==> src/rtl/shift_pkg.sv <==
// Shared definitions for the shift_reg / shift_deser serial link.
// Holds the receiver state encoding and the bit-order convention.
package shift_pkg;

    typedef enum logic [1:0] {
        IDLE  = 2'd0,
        SHIFT = 2'd1,
        PAR   = 2'd2
    } state_e;

    localparam int DEFAULT_WIDTH = 4;

    // Both ends of the link send and capture the most significant bit first.
    localparam bit MSB_FIRST = 1'b1;

endpackage

==> src/rtl/shift_bit_counter.sv <==
// Frame bit counter: counts accepted samples, flags the final data bit.
// Latency: cnt updates one clock after en; last is combinational from cnt.
// Backpressure: en low (pause) holds the count; clr takes priority over en.
module shift_bit_counter #(
    parameter int WIDTH = 4,
    parameter int CW    = $clog2(WIDTH + 1)
) (
    input  logic          clk,
    input  logic          rst_n,
    input  logic          en,
    input  logic          clr,
    output logic [CW-1:0] cnt,
    output logic          last
);

    logic [CW-1:0] cnt_q;
    logic [CW-1:0] cnt_d;

    always_comb begin
        cnt_d = cnt_q;
        if (clr) begin
            cnt_d = '0;
        end else if (en) begin
            cnt_d = cnt_q + CW'(1);
        end
    end

    always_ff @(posedge clk) begin
        if (!rst_n) begin
            cnt_q <= '0;
        end else begin
            cnt_q <= cnt_d;
        end
    end

    assign cnt  = cnt_q;
    assign last = (cnt_q == CW'(WIDTH - 1));

endmodule

==> src/rtl/shift_deser.sv <==
// Serial-in parallel-out receiver, MSB first; optional even parity via SHIFT_DESER_PARITY_EN.
// Latency: valid pulses WIDTH (+1 with parity) clocks after start, plus paused cycles.
// Backpressure: pause freezes shift register, counter and state; start is ignored while paused or busy.
module shift_deser
    import shift_pkg::*;
#(
    parameter int WIDTH = DEFAULT_WIDTH
) (
    input  logic             clk,
    input  logic             rst_n,
    input  logic             serial_in,
    input  logic             start,
    input  logic             pause,
    output logic [WIDTH-1:0] data_out,
    output logic             valid,
    output logic             busy,
    output logic             parity_err
);

    localparam int CW = $clog2(WIDTH + 1);

`ifdef SHIFT_DESER_PARITY_EN
    localparam state_e AFTER_LAST = PAR;
`else
    localparam state_e AFTER_LAST = IDLE;
`endif

    state_e           state_q, state_d;
    logic [WIDTH-1:0] shreg_q, shreg_d;
    logic [WIDTH-1:0] data_out_q, data_out_d;
    logic             valid_q, valid_d;
    logic [WIDTH-1:0] shift_nxt;
    logic [CW-1:0]    cnt;
    logic             cnt_last;
    logic             sample;
    logic             final_bit;

    if (WIDTH == 1) begin : g_w1
        assign shift_nxt = serial_in;
    end else begin : g_wn
        assign shift_nxt = {shreg_q[WIDTH-2:0], serial_in};
    end

    always_comb begin
        sample = 1'b0;
        case (state_q)
            IDLE:    sample = start & ~pause;
            SHIFT:   sample = ~pause;
            default: sample = 1'b0;
        endcase
    end

    // In IDLE the count is 0, so cnt_last there only fires for WIDTH=1.
    assign final_bit = sample & cnt_last;

    shift_bit_counter #(
        .WIDTH (WIDTH),
        .CW    (CW)
    ) u_cnt (
        .clk   (clk),
        .rst_n (rst_n),
        .en    (sample),
        .clr   (final_bit),
        .cnt   (cnt),
        .last  (cnt_last)
    );

    always_ff @(posedge clk) begin
        if (!rst_n) begin
            state_q <= IDLE;
        end else begin
            state_q <= state_d;
        end
    end

    always_comb begin
        state_d = state_q;
        case (state_q)
            IDLE:    if (sample) state_d = cnt_last ? AFTER_LAST : SHIFT;
            SHIFT:   if (final_bit) state_d = AFTER_LAST;
            PAR:     if (!pause) state_d = IDLE;
            default: state_d = IDLE;
        endcase
    end

`ifdef SHIFT_DESER_PARITY_EN
    logic parity_err_q, parity_err_d;

    always_comb begin
        shreg_d      = sample ? shift_nxt : shreg_q;
        data_out_d   = data_out_q;
        valid_d      = 1'b0;
        parity_err_d = parity_err_q;
        if (state_q == PAR && !pause) begin
            data_out_d   = shreg_q;
            valid_d      = 1'b1;
            parity_err_d = ^{shreg_q, serial_in};
        end
    end

    always_ff @(posedge clk) begin
        if (!rst_n) begin
            parity_err_q <= 1'b0;
        end else begin
            parity_err_q <= parity_err_d;
        end
    end

    assign parity_err = parity_err_q;
`else
    always_comb begin
        shreg_d    = sample ? shift_nxt : shreg_q;
        data_out_d = data_out_q;
        valid_d    = 1'b0;
        if (final_bit) begin
            data_out_d = shift_nxt;
            valid_d    = 1'b1;
        end
    end

    assign parity_err = 1'b0;
`endif

    always_ff @(posedge clk) begin
        if (!rst_n) begin
            shreg_q    <= '0;
            data_out_q <= '0;
            valid_q    <= 1'b0;
        end else begin
            shreg_q    <= shreg_d;
            data_out_q <= data_out_d;
            valid_q    <= valid_d;
        end
    end

    assign data_out = data_out_q;
    assign valid    = valid_q;
    assign busy     = (state_q != IDLE);

endmodule

==> config.mk <==
export PLATFORM = sky130hd
export DESIGN_NAME = shift_deser
export DESIGN_NICKNAME = d
export VERILOG_FILES = /design/src/rtl/shift_pkg.sv /design/src/rtl/shift_bit_counter.sv /design/src/rtl/shift_deser.sv
export SDC_FILE = /design/constraint.sdc
export NUM_CORES = 1
export LEC_CHECK = 0
export ABC_AREA = 1
export BUFFER_PORTS_ARGS = -buffer_cell sky130_fd_sc_hd__buf_2
export CORE_AREA = 2 2 39 41
export DETAILED_ROUTE_END_ITERATION = 6
export DIE_AREA = 0 0 41 43
export GPL_TIMING_DRIVEN = 0
export REMOVE_ABC_BUFFERS = 1
export SETUP_SLACK_MARGIN = 0.15
export SYNTH_ARGS = -nofsm -noshare
export SYNTH_HDL_FRONTEND = slang
export SYNTH_HIERARCHICAL = 1
export SYNTH_SLANG_ARGS = --single-unit
==> constraint.sdc <==
create_clock -name clk -period 2.8 [get_ports clk]
set_input_delay 0.56 -clock clk [delete_from_list [all_inputs] [get_ports clk]]
set_output_delay 0.56 -clock clk [all_outputs]
set_load 0.03 [all_outputs]
# Word-level counts from Yosys, hierarchy flattened
# Cells that the tools add are included.
[word_totals]
latch_bits = 0
n_memories = 0
input_bits = 5
wordCells = 27
rom_bits = 0
reg_bits = 13
ram_bits = 0
output_inout_bits = 7
[op_classes]
eq_ne = 6
n_div = 0
add_sub_neg = 1
n_mul = 0
muxes = 7
reduce_logical = 4
n_bitwise = 4
order_cmp = 0
n_shift = 0
[ops]
columns = ["operator", "n"]
rows = [
  ["$mux 2", 3],
  ["$ne 2x2->1 const B", 3],
  ["$pmux 2 s3", 1],
  ["$add 3x1->3 const B", 1],
  ["$eq 3x2->1 const B", 1],
  ["$reduce_and 3->1", 1],
  ["$and 1x1->1", 2],
  ["$eq 2x1->1 const B", 1],
  ["$eq 2x2->1 const B", 1],
  ["$logic_not 2->1", 1],
  ["$mux 1", 2],
  ["$not 1->1", 2],
  ["$pmux 1 s2", 1],
  ["$reduce_bool 2->1", 1],
  ["$reduce_or 2->1", 1],
]

# Depth between registers and ports, before layout
# Gate-level depths: netlist (run 1).
[logic_depth]
word_depth = 6
mapped_depth = 7
ltp_nobuf = 7

# Hierarchy
# Netlist (run 1), hierarchy kept.
[modules_own_cells]
columns = ["module", "cells_each", "area_per_inst_um2", "n_inst", "seq_area_each_um2"]
rows = [
  ["shift_deser", 53, 376.6, 1, 180.2],
  ["shift_bit_counter", 20, 146.4, 1, 60.1],
]

# Worst setup path before layout (run 1)
# OpenSTA, ideal clock, no wires.
[synth_path]
kind = "flip-flop to flip-flop"
start = "reg u_cnt.cnt_q[0], in the netlist u_cnt/cnt[0]"
end = "reg u_cnt.cnt_q[1], in the netlist u_cnt/cnt[1]"
setup_ns = 0.070
t_arrival_ns = 1.154
slack_ns = 1.576
period_less_slack_ns = 1.224
n_path_buf = 0
required_time_ns = 2.730
path_stages_with_launch = 8
cell_sequence = "dfxtp_1 ha_1 ha_1 nand3_1 inv_1 inv_1 nand2_1 a21oi_1"
[synth_between]
elab_chain_cells = 3
elab_cells_between_ends = 4
cone_classes = "1 x add/sub; 1 x eq/ne; 1 x bitwise; 1 x reduce/logical"
[synth_lines]
columns = ["item", "line", "rtl"]
rows = [
  ["start, declared", "shift_bit_counter.sv:16", "logic [CW-1:0] cnt_q;"],
  ["start signal, assigned", "shift_bit_counter.sv:32", "cnt_q <= cnt_d;"],
  ["$eq 3x2->1", "shift_bit_counter.sv:37", "assign last = (cnt_q == CW'(WIDTH - 1));"],
  ["named net cnt_last", "shift_deser.sv:34", "logic cnt_last;"],
  ["$and 1x1->1", "shift_deser.sv:54", "assign final_bit = sample & cnt_last;"],
  ["named net final_bit", "shift_deser.sv:36", "logic final_bit;"],
  ["$reduce_or 2->1 (no source line)", "-", ""],
]
# The timed path passes the listed nets, and every way through them passes these cells.
# A chain may end at the register's enable or synchronous reset.

# Worst setup path in the final report (run 1)
[layout_path]
start = "reg u_cnt.cnt_q[0], in the netlist u_cnt/cnt[0]"
end = "reg u_cnt.cnt_q[2], in the netlist u_cnt/cnt[2]"
# Same word-level chain as after synthesis.

==> summary.md, run 1 <==
| Metric | Value |
|---|---|
| Tot GR Track Use | 12.3% |
| Worst skew pair latency | 0.27 ns |
| Post-route ant nets | 0 |
| Initial antenna violation count | 0 |
| Cell area after synthesis | 523 µm² |
| Layout Utilization | 43.8% |
| Setup TNS | 0 ns |
| Cell count after synthesis | 73 |
| Fin crit period | 1.45 ns |
| CP peak stage delay | 0.36 ns |
| Yosys warns | 6 |
| CTS tree | yes |
| Most frequent cells in the layout | nand2_1 (19), dfxtp_1 (12), inv_1 (11), nor2_1 (11), buf_2 (10) |
| Reg2Reg Depth | 7 |
| Worst hold path type | register to register |
| Max VDD drop | 0.214 mV |
| Worst Max-Slew Pin Slew | 0.570 ns |
| Crit path capture | u_cnt/cnt[2] |
| Critical path's slowest cell | dfxtp_1 |
| Leakage | 0.000333 µW |
| Postcts setup bufs | 0 |
| Nets | 92 |
| Longest Clk Path Bufs | 2 |
| Row cnt | 14 |
| Critical path class | register to register |
| Post-CTS sizing | 0 |
| Hold-fix buffers, CTS | 0 |
| Final HPWL DP | 599 µm |
| Die width | 41 µm |
| DR DRC count | 0 |
| Slew Viols, Final | 0 |
| Vias in the first global route | 389 |
| Reg2reg start | u_cnt/cnt[0] |
| Share of cells above drive strength 1 | 20.2% |
| Setup crit start | u_cnt/cnt[0] |
| Total power draw | 355 µW |
| Clk sink count | 12 |
| RSZ-0062 raised after global routing | false |
| Unique masters post-synth | 15 |
| # IOs | 12 |
| Worst Path Max Fanout | 7 |
| P&R area growth vs syn | 15.8% |
| R2r endpoint | u_cnt/cnt[2] |
| Crit. End Element | register |
| Total grt overflow | 0 |
| Flop2flop setup slack | 1.35 ns |
| Clock-pin slew on the worst setup and hold paths | 0.07 ns |
| First-pass GRT wire length | 1450 µm |
| Core box area | 1380 µm² |
| CP arrival | 1.62 ns |
| Critical path cell sequence | ha_1, ha_1, nand3_1, inv_1, inv_1, nand2_1, nor2_1 |
| WP buf/inv | 2 |
| Register bit total from synthesis | 12 |
| Root Driver | clkbuf_4 |
| Register area share after synthesis | 45.9% |
| Commonest non-fill, non-tap cell in the layout | nand2_1 |
| Die area | 1760 µm² |
| Final Skew | 0.00254 ns |
| Ant diodes | 0 |
| Part of the cycle the worst path needs | 51.8% |
| TritonRoute pass-1 iters | 2 |
| H-tree Lvls | 1 |
| Slew HR | 62.0% |
| Startpoint types | register |
| Chip Height | 43 µm |
| Required time worst endpoint | 2.97 ns |
| Initial Util | 37.8% |
| WP depth | 7 |
| Filler instances | 152 |
| Via count | 438 |
| PortBufs | 10 |
| Largest net degree at the start of global routing | 17 |
| DR WL/cell | 8.60 µm |
| Final Hold Vio Count | 0 |
| 1st-iter DRT viols | 3 |
| Setup Viol. Count Final | 0 |
| Num CTS Buffers | 3 |
| Max-cap violations | 0 |
| Power Density | 586 nW/µm² |
| Status | finished, final reports clean |
| Drt total wl | 860 µm |
| Placer Congestion | 0.715 |
| Syn avg cell area | 7.16 µm² |
| Fmax | 690 MHz |
| Crit path max-delay family | simple AND/OR/NAND/NOR gates |
| Vias per std cell | 4.38 |
## per-layer routing
metal  up-vias  global-route usage (%)  share of wire (%)  wire, µm
met2        10                    18.8                 44       379
met3         2                    3.14                4.8        41
met1       183                    13.3                 50       426
met5         -                       0                  0         0
met4         0                    10.0                1.4        12
li1        243                       -                  -         -
## flip-flops by register name (all words and copies together), names as in the netlist
name and cells:
data_out 4, shreg_q 3, u_cnt/cnt 3, state_q 1, valid 1
## worst min-delay path by stage
| stage | from | end | slack [ns] | cells past startpoint |
|---|---|---|---|---|
| CTS | data_out[2] | data_out[2] | 0.47 | 2 |
| detailed placement | data_out[2] | data_out[2] | 0.46 | 2 |
| finish | data_out[2] | data_out[2] | 0.47 | 2 |
| floorplan | u_cnt/cnt[1] | u_cnt/cnt[1] | 0.44 | 2 |
| global route | data_out[2] | data_out[2] | 0.50 | 2 |
| global placement | u_cnt/cnt[1] | u_cnt/cnt[1] | 0.45 | 2 |
## power breakdown
part,internal [µW],switching [µW],leakage [µW]
Clock,78.9,55.6,0.0000210
Sequential,178,4.83,0.0000980
Combinational,12.7,24.6,0.000214
## tightest hold or removal path, stage by stage, from the launching register on
cell	delay (ns)
dfxtp_1	0.31
nand3_1	0.07
nand2_1	0.05
## logic make-up after synthesis
logic type | synth area share [%]
compound gates | 1.91
fa+ha+maj | 4.78
buf+inv | 13.2
flops | 45.9
other cells | 0.717
simple gates | 33.5
## cell type report
type	instances	area, µm²	area share (%)
sequential	12	240	39.7
clock buffer	4	36.3	5.99
tap	16	20.0	3.31
timing repair buffer	10	50.0	8.26
inverter	12	45.0	7.44
multi-input combinational	46	214	35.3
## synth_stat cells
| cell | n | share of area, % |
|---|---|---|
| inv_1 | 11 | 7.9 |
| nor2_2 | 2 | 2.4 |
| buf_6 | 1 | 2.2 |
| o21ai_0 | 1 | 0.96 |
| a21oi_1 | 1 | 0.96 |
| buf_2 | 1 | 0.96 |
| buf_4 | 1 | 1.4 |
| nand2_1 | 19 | 14 |
| inv_2 | 1 | 0.72 |
| dfxtp_1 | 12 | 46 |
| nand3_1 | 5 | 4.8 |
| nand4_1 | 4 | 4.8 |
| ha_1 | 2 | 4.8 |
| conb_1 | 1 | 0.72 |
| nor2_1 | 11 | 7.9 |
## through the flow
stage	area (µm²)	hold WS (ns)	cells	setup slack, ns
2_1_floorplan	499	0.444	70	1.51
3_3_place_gp	569	0.454	96	1.30
3_5_place_dp	569	0.461	96	1.28
4_1_cts	606	0.474	100	1.33
5_1_grt	606	0.497	100	1.20
6_report	606	0.472	100	1.35
Note: power is estimated with default switching activity, not from simulation.
==> run 2: changes to the inputs <==
Clock period 2.8 ns to 1.2 ns, I/O delays scaled along.
==> summary.md, run 2 (synthesis results as in run 1) <==
| Metric | Value |
|---|---|
| Placer Congestion | 0.715 (unchanged) |
| Root Driver | clkbuf_4 (unchanged) |
| Clk sink count | 12 (unchanged) |
| Worst skew pair latency | 0.26 ns (was 0.27 ns) |
| DR DRC count | 0 (unchanged) |
| Post-route ant nets | 0 (unchanged) |
| Fin crit period | 1.08 ns (was 1.45 ns) |
| Share of cells above drive strength 1 | 43.8% (was 20.2%) |
| Required time worst endpoint | 1.40 ns (was 2.97 ns) |
| Initial Util | 37.8% (unchanged) |
| Fmax | 929 MHz (was 690 MHz) |
| Die width | 41 µm (unchanged) |
| Total grt overflow | 0 (unchanged) |
| Sw frac | 25.1% (was 23.9%) |
| Cells on Worst Hold Path | 3 (was 2) |
| CP peak stage delay | 0.34 ns (was 0.36 ns) |
| Power share of the clock group | 36.4% (was 37.9%) |
| Worst Path Max Fanout | 3 (was 7) |
| Most frequent cells in the layout | nand2_1 (18), inv_1 (9), nor2_1 (9) (was nand2_1 (19), dfxtp_1 (12), inv_1 (11), nor2_1 (11), buf_2 (10)) |
| Startpoint types | register (unchanged) |
| Worst hold path type | input port to register (was register to register) |
| Slew Viols, Final | 0 (unchanged) |
| Placed insts | 96 (unchanged) |
| PortBufs | 10 (unchanged) |
| Reg2reg start | u_cnt/cnt[0] (unchanged) |
| Chip Height | 43 µm (unchanged) |
| Reg power frac | 50.1% (was 51.6%) |
| # IOs | 12 (unchanged) |
| Startpoint of the worst hold path | serial_in (was data_out[2]) |
| Clock-pin slew on the worst setup and hold paths | 0.08 ns (was 0.07 ns) |
| Vias per std cell | 4.52 (was 4.38) |
| Setup TNS | 0 ns (unchanged) |
| Filler instances | 125 (was 152) |
| Vias in the first global route | 440 (was 389) |
| Reg2Reg Depth | 7 (unchanged) |
| Critical path's slowest cell | dfxtp_2 (was dfxtp_1) |
| Nets | 97 (was 92) |
| CTS tree | yes (unchanged) |
| H-tree Lvls | 1 (unchanged) |
| Leakage | 0.000366 µW (was 0.000333 µW) |
| 1st-iter DRT viols | 2 (was 3) |
| Hold-fix buffers, CTS | 0 (unchanged) |
| Commonest non-fill, non-tap cell in the layout | nand2_1 (unchanged) |
| Ant diodes | 0 (unchanged) |
| Setup Viol. Count Final | 0 (unchanged) |
| Multi-input gate area | 293 µm² (was 214 µm²) |
| Status | finished, final reports clean (unchanged) |
| RSZ-0062 raised after global routing | true (was false) |
| Final HPWL DP | 599 µm (unchanged) |
| Row cnt | 14 (unchanged) |
| Largest net degree at the start of global routing | 15 (was 17) |
| Tot GR Track Use | 14.1% (was 12.3%) |
| First-pass GRT wire length | 1660 µm (was 1450 µm) |
| DR WL/cell | 10.1 µm (was 8.60 µm) |
| CP arrival | 1.28 ns (was 1.62 ns) |
| Final Skew | 0.00199 ns (was 0.00254 ns) |
| Num CTS Buffers | 3 (unchanged) |
| Initial antenna violation count | 0 (unchanged) |
| Longest Clk Path Bufs | 2 (unchanged) |
| Final cell count without fillers | 105 (was 100) |
| P&R area growth vs syn | 46.7% (was 15.8%) |
| Critical path class | register to register (unchanged) |
| Hold EP | data_out[0] (was data_out[2]) |
| Max-cap violations | 0 (unchanged) |
| Switching pwr | 217 µW (was 85.0 µW) |
| Drt total wl | 1060 µm (was 860 µm) |
| Critical path cell sequence | ha_4, ha_4, nand3_4, inv_2, inv_2, nand2_4, a21oi_2 (was ha_1, ha_1, nand3_1, inv_1, inv_1, nand2_1, nor2_1) |
| Max VDD drop | 0.520 mV (was 0.214 mV) |
| Via count | 475 (was 438) |
| Flop2flop setup slack | 0.12 ns (was 1.35 ns) |
| Crit. End Element | register (unchanged) |
| Power Density | 1130 nW/µm² (was 586 nW/µm²) |
| P_int | 648 µW (was 270 µW) |
| Die area | 1760 µm² (unchanged) |
| TritonRoute pass-1 iters | 4 (was 2) |
| R2r endpoint | u_cnt/cnt[1] (was u_cnt/cnt[2]) |
| Part of the cycle the worst path needs | 89.7% (was 51.8%) |
| Combinational Power Share | 13.5% (was 10.5%) |
| Core box area | 1380 µm² (unchanged) |
| Max reg flops | 4 (unchanged) |
| Register area | 246 µm² (was 240 µm²) |
| Final Hold Vio Count | 0 (unchanged) |
run 2: cell count changes in the layout (fill, tap and decap cells not counted), sizes merged:
cell  previous run  this run
buf             10        15
run 2: area by class of cell:
type / instances / share of cell area (%)
multi-input combinational: 46 / 38.2
sequential: 12 / 32.1
timing repair buffer: 15 / 16.5
inverter: 12 / 5.87
clock buffer: 4 / 4.73
tap: 16 / 2.61
run 2: worst max-delay path by stage:
stage,slack [ns],start,end
detailed placement,-0.25,u_cnt/cnt[0],u_cnt/cnt[2]
finish,0.12,u_cnt/cnt[0],u_cnt/cnt[1]
global placement,-0.23,u_cnt/cnt[0],u_cnt/cnt[2]
global route,0.07,u_cnt/cnt[0],data_out[1]
floorplan,-0.09,state_q[0],u_cnt/cnt[0]
CTS,0.12,u_cnt/cnt[0],data_out[0]
run 2: layer usage:
metal | GRT usage (%) | vias up | share of wire, %
met2 | 23.1 | 12 | 49
li1 | - | 253 | -
met1 | 14.6 | 208 | 46
met5 | 0 | - | 0
met4 | 10.0 | 0 | 1.3
met3 | 3.14 | 2 | 3.8
run 2: worst max-delay path: cells and delay by family, from the launching register on:
kind | cells | cell delay [ns]
DFF | 1 | 0.34
adders and majority gates | 2 | 0.32
and+or+nand+nor | 2 | 0.14
AOI/OAI and AO/OA | 1 | 0.11
buffers and inverters | 2 | 0.10
run 2: through the flow:
step | worst slack [ns] | cell area [µm²] | total power [µW] | hold slack, ns | util [%]
3_3_place_gp | -0.226 | 569 | 523 | 0.454 | 41.1
2_1_floorplan | -0.0935 | 499 | 498 | 0.352 | -
3_5_place_dp | -0.252 | 569 | 526 | 0.461 | 41.1
4_1_cts | 0.124 | 731 | 877 | 0.223 | 52.8
5_1_grt | 0.0747 | 767 | 920 | 0.239 | 55.4
6_report | 0.123 | 767 | 865 | 0.236 | 55.4
run 2: timing repair:
item                                    in CTS  in global routing
cloned                                       0                  0
buffers inserted                             5                  0
gates resized for setup                     20                 15
endpoints found under the setup margin      15                 17
pin swaps                                    9                  1
run 2: power groups by stage:
stage	Combinational (µW)	Sequential, µW	Clock (µW)
5_1_grt	134	436	350
3_3_place_gp	86.0	437	0
4_1_cts	111	432	334
3_5_place_dp	88.0	438	0
6_report	117	433	315
2_1_floorplan	57.2	441	0
